<file path="src/rtl/rep3_serial_tx.sv">
// Serial repetition-code transmitter: shifts a parallel word out LSB-first,
// sending every bit REP times back to back so a majority voter can recover it.
module rep3_serial_tx #(
  parameter int DATA_W = 8,
  parameter int REP    = 3
) (
  input  logic              clk,
  input  logic              rst,
  input  logic [DATA_W-1:0] in_data,
  input  logic              in_valid,
  output logic              in_ready,
  output logic              tx_bit,
  output logic              tx_frame,
  output logic              tx_done
);

  localparam int REP_W = (REP > 1) ? $clog2(REP) : 1;
  localparam int BIT_W = (DATA_W > 1) ? $clog2(DATA_W) : 1;

  localparam logic [REP_W-1:0] REP_LAST = REP_W'(REP - 1);
  localparam logic [BIT_W-1:0] BIT_LAST = BIT_W'(DATA_W - 1);

  localparam logic [1:0] S_IDLE = 2'd0;
  localparam logic [1:0] S_SEND = 2'd1;
  localparam logic [1:0] S_DONE = 2'd2;

  logic [1:0]        state_q, state_d;
  logic [DATA_W-1:0] shreg_q, shreg_d;
  logic [BIT_W-1:0]  bit_idx_q, bit_idx_d;
  logic [REP_W-1:0]  rep_cnt_q, rep_cnt_d;
  logic              tx_bit_q, tx_bit_d;
  logic              tx_frame_q, tx_frame_d;
  logic              tx_done_q, tx_done_d;

  assign in_ready = (state_q == S_IDLE) && !rst;

  always_comb begin
    state_d   = state_q;
    shreg_d   = shreg_q;
    bit_idx_d = bit_idx_q;
    rep_cnt_d = rep_cnt_q;
    case (state_q)
      S_IDLE: begin
        if (in_valid && in_ready) begin
          shreg_d   = in_data;
          bit_idx_d = '0;
          rep_cnt_d = '0;
          state_d   = S_SEND;
        end
      end
      S_SEND: begin
        if (rep_cnt_q == REP_LAST) begin
          rep_cnt_d = '0;
          shreg_d   = shreg_q >> 1;
          // Terminal bit: leave the index at zero instead of letting it wrap.
          if (bit_idx_q == BIT_LAST) begin
            bit_idx_d = '0;
            state_d   = S_DONE;
          end else begin
            bit_idx_d = bit_idx_q + BIT_W'(1);
          end
        end else begin
          rep_cnt_d = rep_cnt_q + REP_W'(1);
        end
      end
      S_DONE:  state_d = S_IDLE;
      default: state_d = S_IDLE;
    endcase

    // Outputs are registered from the next state so the first copy appears
    // in the cycle right after the acceptance edge.
    tx_frame_d = (state_d == S_SEND);
    tx_bit_d   = tx_frame_d & shreg_d[0];
    tx_done_d  = (state_d == S_DONE);
  end

  always_ff @(posedge clk) begin
    if (rst) begin
      state_q    <= S_IDLE;
      shreg_q    <= '0;
      bit_idx_q  <= '0;
      rep_cnt_q  <= '0;
      tx_bit_q   <= 1'b0;
      tx_frame_q <= 1'b0;
      tx_done_q  <= 1'b0;
    end else begin
      state_q    <= state_d;
      shreg_q    <= shreg_d;
      bit_idx_q  <= bit_idx_d;
      rep_cnt_q  <= rep_cnt_d;
      tx_bit_q   <= tx_bit_d;
      tx_frame_q <= tx_frame_d;
      tx_done_q  <= tx_done_d;
    end
  end

  assign tx_bit   = tx_bit_q;
  assign tx_frame = tx_frame_q;
  assign tx_done  = tx_done_q;

endmodule

</file>
<file path="config.mk">
export PLATFORM = sky130hd
export DESIGN_NAME = rep3_serial_tx
export DESIGN_NICKNAME = d
export VERILOG_FILES = /design/src/rtl/rep3_serial_tx.sv
export SDC_FILE = /design/constraint.sdc
export NUM_CORES = 1
export LEC_CHECK = 0
export CAP_MARGIN = 20
export CELL_PAD_IN_SITES_DETAIL_PLACEMENT = 0
export CELL_PAD_IN_SITES_GLOBAL_PLACEMENT = 2
export CORE_ASPECT_RATIO = 1.1
export CORE_MARGIN = 1
export CORE_UTILIZATION = 28
export DETAILED_ROUTE_END_ITERATION = 12
export PLACE_DENSITY = 0.73
export SYNTH_ARGS = -nofsm -noshare
export SYNTH_HDL_FRONTEND = slang
export SYNTH_SLANG_ARGS = --single-unit
</file>
<file path="constraint.sdc">
create_clock -name clk -period 1.6 [get_ports clk]
set_clock_uncertainty 0.15 [all_clocks]
set_input_delay 0.4 -clock clk [delete_from_list [all_inputs] [get_ports clk]]
set_output_delay 0.4 -clock clk [all_outputs]
set_load 0.01 [all_outputs]
</file>
Yosys cells after proc, flatten, opt, wreduce, memory -nomap -nowiden

Index checks and enable logic that the tools add are counted.

Multiplexer cells: 14
Multipliers: 0
$add $sub $neg: 2
Reduce and logical (&&, ||, !) cells: 7
Magnitude comparators: 0
Div/mod/pow operators: 0
Bitwise gates (word level): 1
Shifts and indexed selects: 0
Equal/unequal tests: 7

Operator list:

| kind                  | count |
|---|---|
| $mux W8               | 2 |
| $pmux W8 S2           | 1 |
| $mux W2               | 5 |
| $mux W3               | 3 |
| $pmux W2 S2           | 2 |
| $pmux W3 S2           | 1 |
| $eq A2 B1 Y1 const B  | 2 |
| $eq A2 B2 Y1 const B  | 2 |
| $add A3 B1 Y3 const B | 1 |
| $eq A3 B3 Y1 const B  | 1 |
| $reduce_and A3 Y1     | 1 |
| $add A2 B1 Y2 const B | 1 |
| $logic_and A1 B1 Y1   | 2 |
| $logic_not A2 Y1      | 1 |
| $ne A2 B1 Y1 const B  | 1 |
| $ne A2 B2 Y1 const B  | 1 |
| $reduce_and A2 Y1     | 1 |
| $reduce_bool A2 Y1    | 1 |
| $and A1 B1 Y1         | 1 |
| $logic_not A1 Y1      | 1 |

Bits in registers: 18
Word-level logic and storage cells: 39
Memory bits (writable): 0
ROM bits: 0
Input bits: 11
Latch bits: 0
Memories: 0
Output and inout bits: 4

Logic depth before layout (Yosys ltp)

Gate-level depths: netlist (run 1).

Word-level depth: 7
Depth in mapped cells: 5
Gate-level depth less buffers: 5

Worst setup path before layout (run 1)

OpenSTA, ideal clock, no wires.

Path type: register to register
Start point: reg state_q[0]
End point: reg bit_idx_q[0]
Data required time: 1.318 ns
Data arrival time: 1.230 ns
Setup time: 0.132 ns
Period minus slack after synthesis: 1.512 ns
Slack: 0.088 ns
Cell stages (with the launch flop): 6
Buffers on the path: 2
Cells stage by stage: dfxtp_1 -> buf_6 -> or4b_4 -> buf_6 -> nand3_1 -> a21oi_1

Word-level cells in the longest chain between the ends: 5
Elaborated cells on any way between the ends: 9
Those cells by class: eq/ne: 3; mux: 1; reduce/logical: 5

Ends and longest elaborated chain:

| what                        | line   | text |
|---|---|---|
| start, declared             | 27     | `logic [1:0] state_q, state_d;` |
| start signal, assigned      | 87     | `state_q <= state_d;` |
| $logic_not A2 Y1            | 35, 42 |  |
| $logic_and A1 B1 Y1         | 35     | `assign in_ready = (state_q == S_IDLE) && !rst;` |
| $logic_and A1 B1 Y1         | 44     | `if (in_valid && in_ready) begin` |
| $ne A2 B1 Y1 (no line)      | n/a    |  |
| $reduce_and A3 Y1 (no line) | n/a    |  |
| end signal, assigned        | 89     | `bit_idx_q <= bit_idx_d;` |
| end, declared               | 29     | `logic [BIT_W-1:0] bit_idx_q, bit_idx_d;` |

Several ways; a longest one is shown, not always the timed one.
A chain may end at the register's enable or synchronous reset.

Worst setup path after layout (run 1)

Start point: in rst
End point: reg tx_bit_q, in the netlist tx_bit

Word-level cells in the longest chain between the ends: 7
Elaborated cells on any way between the ends: 9
Those cells by class: eq/ne: 1; mux: 4; bitwise: 1; reduce/logical: 3

Ends and longest elaborated chain:

| what                 | line | text |
|---|---|---|
| start, declared      | 8    | `input logic rst,` |
| $logic_not A1 Y1     | 35   |  |
| $logic_and A1 B1 Y1  | 35   |  |
| $logic_and A1 B1 Y1  | 44   |  |
| $mux W2              | 44   |  |
| $pmux W2 S2          | 42   | `case (state_q)` |
| $eq A2 B1 Y1         | 72   | `tx_frame_d = (state_d == S_SEND);` |
| $and A1 B1 Y1        | 73   | `tx_bit_d = tx_frame_d & shreg_d[0];` |
| end signal, assigned | 91   | `tx_bit_q <= tx_bit_d;` |
| end, declared        | 31   | `logic tx_bit_q, tx_bit_d;` |

Several ways; a longest one is shown, not always the timed one. The select of a mux whose other input is x is not followed.

==> flow_metrics.tcl, run 1 <==
set metrics [dict create \
    cts.htree.levels 1 \
    drt_wl_total_um 1935 \
    rsz0062_at_grt "true" \
    power_density_nw_per_um2 751.2 \
    ys_types 25 \
    path_class "in -> reg" \
    yosys-top-cells-area "dfxtp_1 (42%), a21oi_1 (7.1%), nand3_2 (7.1%)" \
    cts_root_buf "clkbuf_4" \
    ant_nets 0 \
    gp_congestion 0.7520 \
    drcViolationCount 0 \
    critPathMaxFanout 6 \
    num-nets-final 122 \
    min_period_ps 1570 \
    numCtsBuffers 3 \
    die-area_sq_um 3254 \
    placed_cell_area_sq_um 1075 \
    syn_area_sq_um 848.3 \
    drv_cap 0 \
    ios 15 \
    drt-pass1-iter-count 4 \
    grt_pass1_wl_um 3091 \
    final_cell_mix "dfxtp_1 (16), buf_4 (12), a21oi_1 (11), clkdlybuf4s50_1 (8), nand3_2 (7)" \
    grt_use_total_pct 13.57 \
    cp-end-kind "flip-flop" \
    fin_setup_tns_ps 0 \
    fmax_mhz 636.9 \
    yosysWarningCount 0 \
    ir_drop_uv 336.6 \
    synth_top_area_cell "dfxtp_1" \
    dp_slack_ps -551.1 \
    port_buffers 14 \
    fin_ws_ps 30.01 \
    synth.avg_cell_area_sq_um 10.47 \
    layout_commonest_cell "dfxtp_1" \
    slew_violations 0 \
    yosysSeqAreaShare_pct 42.48 \
    dp_hpwl_um 1249 \
    final_util_pct 42.21 \
    dieWidth_um 54.48 \
    cts_tree "yes" \
    clk_path_buf_depth 2 \
    routed_via_density 5.220 \
    final_area_sq_um 1194 \
    ctsHoldBuffers 0 \
    period_share_pct 98.12 \
    grt_max_degree 14 \
    leakage_nw 0.4367 \
    diodes 0 \
    core_area_sq_um 2828 \
    hold_path.class "reg -> reg" \
    syn_to_final_growth_pct 40.71 \
    cts.reportedPaths.clkPinSlew_ps 110 \
    hold_viol 0 \
    arrival_ps 1600 \
    chipHeight_um 59.73 \
    fp-row-count 20 \
    yosysTopAreaCellShare_pct 42.48 \
    layout-drive-gt1-share_pct 37.96 \
    grt_pass1_vias 653 \
    antenna_found_initial 0 \
    overflow 0 \
    wl_per_cell_um 13.72 \
    syn_nets 94 \
    initial_utilization_pct 30.00 \
    startpoint_type "input pin" \
    syn_inst 81 \
    tightest_slew_ps 324.7 \
    drt_iter0_markers 19 \
    vias 736 \
    cts_sinks 18 \
    setup_viol 0 \
    ys_ff_latch 18 \
    slew_headroom_pct 78.36 \
    required_ps 1630 \
    clk-insertion-delay-late_ps 290 \
    status "finished clean" \
]
## critical path, cell delays in order
cell,delay (ps)
dlygate4sd2_1,270
buf_4,170
or4b_4,580
nand3_2,120
a2111oi_2,60
## per-stage QoR
step / cells / power, W / hold slack (ps)
floorplan: 81 / 0.0005487 / 293.0
global placement: 133 / 0.0006073 / 306.0
detailed placement: 133 / 0.0006085 / 305.5
CTS: 139 / 0.0009099 / 323.5
global route: 141 / 0.0009340 / 340.1
finish: 141 / 0.0008967 / 317.0
## cells in the mapped netlist
library cell  number
dfxtp_1           18
a21oi_1           12
a22oi_1            8
nand3_2            6
nand3_1            5
nor3b_1            4
buf_4              3
buf_6              3
nor3_1             3
ha_1               2
nor2_1             2
o211ai_1           2
a2111oi_2          1
and4bb_2           1
buf_2              1
clkbuf_1           1
inv_1              1
mux2i_1            1
nand2_1            1
nand3b_1           1
nand4b_1           1
nand4bb_4          1
nor4b_2            1
o21bai_1           1
or4b_4             1
## registers in the layout, summed over array words and instances, names as in the netlist
signal / cells
tx_frame: 1
bit_idx_q: 3
tx_bit: 1
state_q: 2
rep_cnt_q: 2
tx_done: 1
shreg_q: 8
## layout make-up
| class | instances | area, sq um |
|---|---|---|
| clock buffer | 4 | 36.28 |
| fill | 295 | 1634 |
| inverter | 1 | 3.754 |
| multi-input combinational | 55 | 474.2 |
| sequential | 18 | 365.4 |
| tap | 33 | 41.29 |
| timing repair buffer | 30 | 272.8 |
## where the power goes
group          internal [W]  total, W  switching [W]
clock              0.000139  0.000288       0.000149
combinational     0.0000765  0.000136      0.0000594
sequential         0.000463  0.000473      0.0000101
## logic make-up (layout without fill, tap and decap cells)
group                      after synthesis  count (layout)  synth area share (%)
AOI/OAI and AO/OA                       24              24                 18.58
adders and majority gates                2               2                 2.949
buffers and inverters                    9              35                 8.110
DFF                                     18              18                 42.48
muxes                                    1               1                 1.180
and+or+nand+nor                         27              28                 26.70
## what timing repair did
item / in CTS / in global routing
setup buffers: 1 / 2
pin swaps: 1 / 6
endpoints found under the hold margin: 0 / 0
gates cloned: 1 / 0
gates resized for setup: 15 / 9
endpoints found under the setup margin: 18 / 12
## worst paths after layout
kind | cells past startpoint | slack [ps] | endpoint | startpoint
hold reg to reg | 2 | 320 | shreg_q[6] | shreg_q[6]
setup / recovery | 5 | 30 | tx_bit | rst
setup reg to reg | 4 | 40 | tx_bit | state_q[1]
hold / removal | 2 | 320 | shreg_q[6] | shreg_q[6]
## routing by layer
metal | vias up | global-route usage (%) | share of wire (%)
li1 | 359 | - | -
met1 | 357 | 18.17 | 50
met2 | 16 | 20.73 | 45
met3 | 4 | 2.290 | 3.9
met4 | 0 | 6.593 | 1.3
met5 | - | 0 | 0
(Power assumes the default switching activity.)
==> run 2, diff against run 1 <==
- RECOVER_POWER: not set -> 100
==> results of run 2 <==
Final layout, timing and power as in run 1 (identical DEF).
